<file path="src/rtl/ps2_kbd_pkg.sv">
// Shared types and constants for the PS/2 Set-2 key event path.
package ps2_kbd_pkg;

  // Framing state of the scan-code assembler.
  typedef enum logic [1:0] {
    ST_IDLE    = 2'd0,
    ST_EXT     = 2'd1,
    ST_BRK     = 2'd2,
    ST_EXT_BRK = 2'd3
  } frame_state_t;

  // Prefix and protocol bytes
  localparam logic [7:0] SC_E0 = 8'hE0;
  localparam logic [7:0] SC_F0 = 8'hF0;
  localparam logic [7:0] SC_E1 = 8'hE1;
  localparam logic [7:0] SC_AA = 8'hAA;
  localparam logic [7:0] SC_FA = 8'hFA;
  localparam logic [7:0] SC_FE = 8'hFE;

  // Mapped key codes
  localparam logic [7:0] KC_W     = 8'h1D;
  localparam logic [7:0] KC_S     = 8'h1B;
  localparam logic [7:0] KC_UP    = 8'h75;
  localparam logic [7:0] KC_DOWN  = 8'h72;
  localparam logic [7:0] KC_SPACE = 8'h29;
  localparam logic [7:0] KC_R     = 8'h2D;
  localparam logic [7:0] KC_ENTER = 8'h5A;
  localparam logic [7:0] KC_ESC   = 8'h76;

  // key_held bit positions
  localparam int HB_W     = 7;
  localparam int HB_S     = 6;
  localparam int HB_UP    = 5;
  localparam int HB_DOWN  = 4;
  localparam int HB_SPACE = 3;
  localparam int HB_R     = 2;
  localparam int HB_ENTER = 1;
  localparam int HB_ESC   = 0;

  // Bytes that never form or continue a key event (BAT result, ack, resend, pause, errors).
  function automatic logic is_non_event(input logic [7:0] code);
    return (code == SC_E1) || (code == SC_AA) || (code == SC_FA) ||
           (code == SC_FE) || (code == 8'h00) || (code == 8'hFF);
  endfunction

endpackage

</file>
<file path="src/rtl/ps2_key_map.sv">
// Combinational (ext, code) to one-hot key_held bit decode.
module ps2_key_map
  import ps2_kbd_pkg::*;
(
  input  logic       ext,
  input  logic [7:0] code,
  output logic [7:0] match
);

  // One bit per mapped key; the ext flag must agree with the key's definition.
  always_comb begin
    match            = '0;
    match[HB_W]      = !ext && (code == KC_W);
    match[HB_S]      = !ext && (code == KC_S);
    match[HB_UP]     =  ext && (code == KC_UP);
    match[HB_DOWN]   =  ext && (code == KC_DOWN);
    match[HB_SPACE]  = !ext && (code == KC_SPACE);
    match[HB_R]      = !ext && (code == KC_R);
    match[HB_ENTER]  = !ext && (code == KC_ENTER);
    match[HB_ESC]    = !ext && (code == KC_ESC);
  end

endmodule

</file>
<file path="src/rtl/ps2_key_event_ctrl.sv">
// PS/2 receiver gating, scan-code framing into key events, and held-key tracking.
//
//   state      | meaning
//   -----------+-------------------------------------------
//   ST_IDLE    | no prefix pending
//   ST_EXT     | E0 seen, waiting for code (or F0)
//   ST_BRK     | F0 seen, waiting for code (or E0)
//   ST_EXT_BRK | E0 and F0 seen, waiting for code
module ps2_key_event_ctrl
  import ps2_kbd_pkg::*;
#(
  parameter int RX_GUARD       = 1000,
  parameter int PREFIX_TIMEOUT = 1_000_000
) (
  input  logic       clk,
  input  logic       reset,
  input  logic [7:0] scan_code,
  input  logic       scan_valid,
  output logic       rx_en,
  output logic       key_valid,
  output logic [7:0] key_code,
  output logic       key_ext,
  output logic       key_release,
  output logic [7:0] key_held,
  output logic       frame_error
);

  localparam int GW = (RX_GUARD < 1) ? 1 : $clog2(RX_GUARD + 1);
  localparam int WW = (PREFIX_TIMEOUT < 1) ? 1 : $clog2(PREFIX_TIMEOUT + 1);
  localparam logic [GW-1:0] GUARD_TC = GW'(RX_GUARD);
  localparam logic [WW-1:0] WD_TC    = WW'(PREFIX_TIMEOUT);

  frame_state_t   state, state_nxt;
  logic [GW-1:0]  guard_cnt;
  logic [WW-1:0]  wd_cnt;
  logic           byte_acc;
  logic           wd_expire;
  logic           pre_ext, pre_rel;
  logic           ev_fire, ev_ext, ev_rel;
  logic [7:0]     key_match;

  // Guard counter: saturates at the terminal count, which opens the receiver.
  always_ff @(posedge clk) begin
    if (reset)
      guard_cnt <= '0;
    else if (guard_cnt != GUARD_TC)
      guard_cnt <= guard_cnt + GW'(1);
  end

  assign rx_en    = (guard_cnt == GUARD_TC);
  assign byte_acc = scan_valid && rx_en;

  // An accepted byte always beats the watchdog on the same cycle.
  assign wd_expire = (state != ST_IDLE) && !byte_acc && (wd_cnt == WD_TC);

  // Prefix watchdog: runs only while a prefix is pending.
  always_ff @(posedge clk) begin
    if (reset)
      wd_cnt <= '0;
    else if (byte_acc || (state == ST_IDLE) || wd_expire)
      wd_cnt <= '0;
    else
      wd_cnt <= wd_cnt + WW'(1);
  end

  // Framing state register.
  always_ff @(posedge clk) begin
    if (reset)
      state <= ST_IDLE;
    else
      state <= state_nxt;
  end

  // Next-state and event decode.
  always_comb begin
    state_nxt = state;
    ev_fire   = 1'b0;
    ev_ext    = 1'b0;
    ev_rel    = 1'b0;
    pre_ext   = 1'b0;
    pre_rel   = 1'b0;
    case (state)
      ST_IDLE:    begin pre_ext = 1'b0; pre_rel = 1'b0; end
      ST_EXT:     begin pre_ext = 1'b1; pre_rel = 1'b0; end
      ST_BRK:     begin pre_ext = 1'b0; pre_rel = 1'b1; end
      ST_EXT_BRK: begin pre_ext = 1'b1; pre_rel = 1'b1; end
      default:    begin pre_ext = 1'b0; pre_rel = 1'b0; end
    endcase
    if (byte_acc) begin
      if (scan_code == SC_E0) begin
        state_nxt = pre_rel ? ST_EXT_BRK : ST_EXT;
      end else if (scan_code == SC_F0) begin
        state_nxt = pre_ext ? ST_EXT_BRK : ST_BRK;
      end else if (is_non_event(scan_code)) begin
        state_nxt = ST_IDLE;
      end else begin
        state_nxt = ST_IDLE;
        ev_fire   = 1'b1;
        ev_ext    = pre_ext;
        ev_rel    = pre_rel;
      end
    end else if (wd_expire) begin
      state_nxt = ST_IDLE;
    end
  end

  ps2_key_map u_key_map (
    .ext   (ev_ext),
    .code  (scan_code),
    .match (key_match)
  );

  // Registered event outputs and held-key vector.
  always_ff @(posedge clk) begin
    if (reset) begin
      key_valid   <= 1'b0;
      key_code    <= 8'h00;
      key_ext     <= 1'b0;
      key_release <= 1'b0;
      key_held    <= 8'h00;
      frame_error <= 1'b0;
    end else begin
      key_valid   <= ev_fire;
      frame_error <= wd_expire;
      if (ev_fire) begin
        key_code    <= scan_code;
        key_ext     <= ev_ext;
        key_release <= ev_rel;
        if (ev_rel)
          key_held <= key_held & ~key_match;
        else
          key_held <= key_held | key_match;
      end
    end
  end

endmodule
</file>
<file path="config.mk">
export PLATFORM = sky130hd
export DESIGN_NAME = ps2_key_event_ctrl
export DESIGN_NICKNAME = d
export VERILOG_FILES = /design/src/rtl/ps2_kbd_pkg.sv /design/src/rtl/ps2_key_map.sv /design/src/rtl/ps2_key_event_ctrl.sv
export SDC_FILE = /design/constraint.sdc
export NUM_CORES = 1
export LEC_CHECK = 0
export CAP_MARGIN = 10
export CORE_MARGIN = 8
export CORE_UTILIZATION = 50
export DETAILED_ROUTE_END_ITERATION = 6
export PLACE_DENSITY_LB_ADDON = 0.3
export SLEW_MARGIN = 20
export SYNTH_ARGS = -nofsm -noshare
export SYNTH_HDL_FRONTEND = slang
export SYNTH_HIERARCHICAL = 1
export SYNTH_SLANG_ARGS = --single-unit
</file>
<file path="constraint.sdc">
create_clock -name clk -period 3.86 [get_ports clk]
set_input_delay 0.772 -clock clk [delete_from_list [all_inputs] [get_ports clk]]
set_output_delay 0.772 -clock clk [all_outputs]
set_load 0.05 [all_outputs]
</file>
==> impl_metrics.toml, run 1 <==
[power_and_ir_drop]
combPwrFrac = 0.052
p_seq_frac = 0.549
leakage_nw = 0.950
p_per_area_nw_per_um2 = 335
p_sw_frac = 0.216
internal_power_mw = 0.775
power_frac_clock = 0.400
power.total_mw = 0.987
peakVddDrop_mv = 0.246
switching_power_mw = 0.213

[critical_path]
cp.required_ns = 4.08
cp-end-kind = "register"
worstPathArrival_ns = 3.61
r2r_start = "guard_cnt[0]$_SDFFE_PP0P_"
cp_max_fo = 4
critPathLaunchType = "primary input"
regToRegSetupSlack_ns = 1.28
reg2reg_depth = 12
crit_type = "primary input to register"

[worst_hold_path]
holdPathStages = 2
min_from = "key_code[2]$_SDFFE_PP0P_"
hold_path_end = "key_code[2]$_SDFFE_PP0P_"
hp-class = "register to register"

[clocking]
clock_latency_ns = 0.31
htreeDepth = 2
cts-buffers-inserted = 5
postCtsSetupRepairBufs = 0
cts_tree = "yes"
clock_sink_count = 52
postCtsHoldBufs = 0
clk_path_buf_depth = 2
postCtsResizedCells = 0
cts_root_buffer = "clkbuf_8"
clkTransAtPathRegs_ns = 0.09

[synthesis]
ys_types = 40
synth.avg_cell_area_um2 = 8.82
syn-cell-area_um2 = 2420
yosysWarnings = 6
synthTopCellsByArea = "dfxtp_1 43%, xor2_1 5.8%, nor2_1 5.3%, nand3_1 5.0%, xnor2_1 3.6%"
synthCells = 274
yosysTopAreaCellShare = 0.431
ys_seq_area_frac = 0.431
yosysTopAreaCell = "dfxtp_1"
synth-seq-cells = 52
synth_fp_nets = 289

[finish]
diodes = 0
fin_util = 0.629
drive_gt1_frac = 0.105
nFillCells = 396
nets = 329
area_growth_syn_to_layout_pct = 22.1

[placed_design]
gp_congestion = 0.920
dp_hpwl_um = 3850
port_buffers = 31

[routing]
wirelength_um = 5400
wire_per_inst_um = 14.6
drtIter0Drc = 141
antenna_left = 0
route.detailed.drc = 0
via_count = 2138
dr.pass1.iters = 4
routed_via_density = 5.79

[sta]
clock.fmax_ghz = 0.295
rsz0062_at_grt = "false"
tightest_slew_ns = 0.734
period_needed_ns = 3.39
fin_tns_setup_ns = 0
finalHoldViolations = 0
finalCritPeriodShare = 0.879
maxSlewHeadroom = 0.506
setup_violations = 0
slew_violations = 0
finClkSkew_ns = 0.00820

[die]
design.die.area_um2 = 7310
initial_core_util = 0.515
die_x_um = 85.5
die_h_um = 85.5
ioPinCount = 32
coreArea_um2 = 4690
rows = 25

[global_routing]
grt_pass1_wl_um = 9220
grt_usage = 0.151
antenna_found_initial = 0
grt_max_degree = 32
grt_pass1_vias = 2037
overflow = 0

[run]
cap_violations = 0

[status]
status = "finished, final reports clean"
## worst max path at each step
stage,startpoint,end,slack [ns],cells past startpoint
after floorplan,scan_code[0],register,0.54,11
after global placement,scan_code[0],register,0.24,10
after detailed placement,scan_code[0],register,0.16,10
after CTS,scan_code[0],register,0.48,10
after global routing,scan_code[0],register,0.28,10
final,scan_code[0],register,0.47,10
## synthesized netlist by cell type
master and count:
or3b_2 2, o21ai_0 5, o21ai_1 6, or4_1 1
or4b_1 2, xnor2_1 10, nor4bb_1 2, o21ai_2 1
nand3_1 24, nor2_1 34, and2_1 1, dfxtp_1 52
nand4_1 7, xor2_1 16, nand2b_1 3, inv_1 8
nand2_1 12, nor2_2 1, nor3_1 13, nor4_1 7
nor4b_1 1, ha_1 4, or2_2 2, a311oi_1 8
o221a_2 2, nand3b_1 3, buf_2 2, clkbuf_1 6
mux2i_1 1, o21a_2 1, and3_1 8, nand4b_1 2
or4_4 1, a31oi_1 8, buf_6 2, a31o_2 1
nor4b_2 1, or4bb_1 1, a21oi_1 12, a2111oi_4 1
## cell families after synthesis
family	count (synthesis)	share of synthesized area
xor+xnor	26	0.0942
fa+ha+maj	4	0.0207
simple gates	128	0.286
flops	52	0.431
mux	1	0.00414
compound gates	45	0.129
buf+inv	18	0.0352
## per-stage QoR
step,hold WS (ns),setup WS (ns),std cells,area (um^2)
final,0.479,0.469,369,2950
after global routing,0.496,0.283,369,2950
after CTS,0.481,0.485,369,2950
after detailed placement,0.467,0.159,361,2830
after global placement,0.463,0.240,361,2830
after floorplan,0.453,0.537,274,2420
## critical path, stage by stage
cell	delay (ns)
clkdlybuf4s50_1	0.44
or4_4	0.56
a2111oi_4	0.40
o21ai_2	0.09
nand3_1	0.12
inv_1	0.09
or3b_2	0.50
nor3_1	0.28
a31oi_1	0.12
a311oi_1	0.25
## per-layer routing
| layer | vias up | global-route usage | wire (um) |
|---|---|---|---|
| li1 | 1070 | - | - |
| met1 | 986 | 0.194 | 2570 |
| met2 | 74 | 0.231 | 2350 |
| met3 | 8 | 0.0506 | 402 |
| met4 | 0 | 0.0510 | 78 |
| met5 | - | 0 | 0 |
## placed cells by master, fill, tap and decap left out, types with 3 or more instances in the layout
cell | synthesis | routed
dfxtp_1 | 52 | 52
nor2_1 | 34 | 34
clkdlybuf4s50_1 | 0 | 31
nand3_1 | 24 | 24
xor2_1 | 16 | 16
nor3_1 | 13 | 13
nand2_1 | 12 | 12
a21oi_1 | 12 | 12
buf_4 | 0 | 12
xnor2_1 | 10 | 10
inv_1 | 8 | 8
and3_1 | 8 | 8
a31oi_1 | 8 | 8
a311oi_1 | 8 | 8
nand4_1 | 7 | 7
nor4_1 | 7 | 7
o21ai_1 | 6 | 6
clkbuf_8 | 0 | 6
o21ai_0 | 5 | 5
ha_1 | 4 | 4
nand2b_1 | 3 | 3
nand3b_1 | 3 | 3
## final cells by class
type | count | area, um^2 | area share
Tap cell | 54 | 67.6 | 0.0229
Clock buffer | 6 | 82.6 | 0.0280
Multi-Input combinational cell | 204 | 1290 | 0.437
Clock inverter | 2 | 38.8 | 0.0131
Sequential cell | 52 | 1040 | 0.353
Inverter | 8 | 30.0 | 0.0102
Timing Repair Buffer | 43 | 400 | 0.136
## power by group through the flow
stage	registers, mW	clock network [mW]	logic, mW
finish	0.542	0.395	0.0511
global route	0.543	0.425	0.0557
CTS	0.542	0.399	0.0506
floorplan	0.554	0	0.0204
detailed placement	0.554	0	0.0504
global placement	0.554	0	0.0497
(Power assumes the default switching activity.)
==> inputs of run 2 (changes only) <==
- CORE_UTILIZATION: 50 -> 51
- HOLD_SLACK_MARGIN: not set -> 0.02
==> run 2 against run 1 <==
  * Critical path depth unchanged
  * Sequential share of layout area increased by 0.12 points
  * Clock-buffer cell count increased by 1
  * Die area decreased by 1.6%
  * Critical path type unchanged
  * Largest cell class unchanged
  * Maximum frequency decreased by 3.2%
  * Sequential cell count unchanged
  * Wire length decreased by 0.13%
  * Global-route usage increased by 0.24 points
  * Worst hold slack got worse by 0.0020 ns
  * Final area decreased by 0.34%
  * Power increased by 1.4%
  * Via count increased by 0.70%
==> impl_metrics.toml, run 2 (synthesis gave the netlist of run 1 again) <==
[power_and_ir_drop]
combPwrFrac = 0.051
p_seq_frac = 0.541
internal_power_mw = 0.791
power.total_mw = 1.00
power_frac_clock = 0.409
leakage_nw = 0.942
peakVddDrop_mv = 0.213
switching_power_mw = 0.210
p_sw_frac = 0.210
p_per_area_nw_per_um2 = 341

[critical_path]
worstPathArrival_ns = 3.73
critPathLaunchType = "primary input"
cp_max_fo = 7
cp.required_ns = 4.08
crit_type = "primary input to register"
critPathTopFamily = "simple AND/OR/NAND/NOR gates"
critPathBufInv = 2
path_cells = "clkdlybuf4s50_1 > or4_4 > a2111oi_4 > o21ai_2 > nand3_1 > inv_1 > or3b_2 > nor4_1 > a31oi_1 > a311oi_1"
regToRegSetupSlack_ns = 1.25
cpPeakStageDelay_ns = 0.58
cp-end-kind = "register"
cp_slowest_cell = "or4_4"

[routing]
dr.pass1.iters = 4
antenna_left = 0
wire_per_inst_um = 14.7
route.detailed.drc = 0
routed_via_density = 5.87
wirelength_um = 5390
via_count = 2153
drtIter0Drc = 116

[global_routing]
grt_usage = 0.154
overflow = 0
antenna_found_initial = 0
grt_pass1_wl_um = 9180
grt_pass1_vias = 2028
grt_max_degree = 33

[sta]
fin_tns_setup_ns = 0
period_needed_ns = 3.50
slew_violations = 0
maxSlewHeadroom = 0.505
finClkSkew_ns = 0.00550
clock.fmax_ghz = 0.285
finalHoldViolations = 0
rsz0062_at_grt = "false"
setup_violations = 0
tightest_slew_ns = 0.736
finalCritPeriodShare = 0.908

[run]
cap_violations = 0

[clocking]
clock_sink_count = 52
clock_latency_ns = 0.31
postCtsResizedCells = 0
cts-buffers-inserted = 5
cts_root_buffer = "clkbuf_8"
clk_path_buf_depth = 2
cts_tree = "yes"
clkTransAtPathRegs_ns = 0.09
postCtsHoldBufs = 0
htreeDepth = 2
postCtsSetupRepairBufs = 0

[finish]
nets = 327
drive_gt1_frac = 0.0990
diodes = 0
area_growth_syn_to_layout_pct = 21.7
fin_cells = 367
layout_commonest_cell = "dfxtp_1"
mostFrequentLayoutCells = "52 x dfxtp_1, 34 x nor2_1, 31 x clkdlybuf4s50_1"
final_cell_area_um2 = 2940

[die]
initial_core_util = 0.518
coreArea_um2 = 4660
design.die.area_um2 = 7200
die_x_um = 84.8
die_h_um = 84.8
ioPinCount = 32
rows = 25

[placed_design]
dp_cells = 359
gp_congestion = 0.893
dp_hpwl_um = 3810
placed_cell_area_um2 = 2810
port_buffers = 31

[status]
status = "finished, final reports clean"

[worst_hold_path]
hp-class = "register to register"
## run 2: changes by cell type in the layout (fill, tap and decap cells not counted)
| cell | before | now |
|---|---|---|
| buf_4 | 12 | 10 |
| clkbuf_8 | 6 | 7 |
| clkinv_4 | 1 | 0 |
## run 2: cell type report
class                           instances  area, um^2
Multi-Input combinational cell        204        1290
Sequential cell                        52        1040
Clock inverter                          1        30.0
Fill cell                             413        1720
Tap cell                               54        67.6
Inverter                                8        30.0
Timing Repair Buffer                   41         385
Clock buffer                            7        96.3
## run 2: worst paths after layout
kind | from | endpoint | cells past startpoint
min | key_code[2]$_SDFFE_PP0P_ | key_code[2]$_SDFFE_PP0P_ | 2
max | scan_code[0] | register | 10
max reg2reg | guard_cnt[0]$_SDFFE_PP0P_ | register | 11
min reg2reg | key_code[2]$_SDFFE_PP0P_ | key_code[2]$_SDFFE_PP0P_ | 2
## run 2: worst reg2reg max path: cells and delay by family, from the launching register on
kind            cells  cell delay (ns)
simple gates        6             1.45
compound gates      2             0.37
flops               1             0.34
buf+inv             2             0.21
fa+ha+maj           1             0.15
## run 2: stage by stage
stage	hold WS (ns)	utilization	worst slack (ns)
2_1_floorplan	0.453	-	0.537
3_3_place_gp	0.464	0.604	0.155
3_5_place_dp	0.467	0.604	0.0695
4_1_cts	0.481	0.631	0.373
5_1_grt	0.513	0.631	0.154
6_report	0.477	0.631	0.356
## run 2: metal layers
metal  up-vias  wire length (um)  part of all wire  GRT usage
met3         5               304             0.056     0.0483
met2        46              2520              0.47      0.252
met1      1037              2510              0.47      0.185
met5         -                 0                 0          0
met4         0                60             0.011     0.0534
li1       1065                 -                 -          -
## run 2: power by group through the flow
stage                     logic [mW]  registers, mW  clock network [mW]
after floorplan               0.0204          0.554                   0
after global placement        0.0499          0.554                   0
after detailed placement      0.0503          0.554                   0
after CTS                     0.0505          0.542               0.414
after global routing          0.0550          0.543               0.436
final                         0.0506          0.542               0.409
==> inputs of run 3 (changes only) <==
- CAP_MARGIN: 10 -> not set
==> results of run 3 <==
Final layout, timing and power as in run 2 (identical DEF).
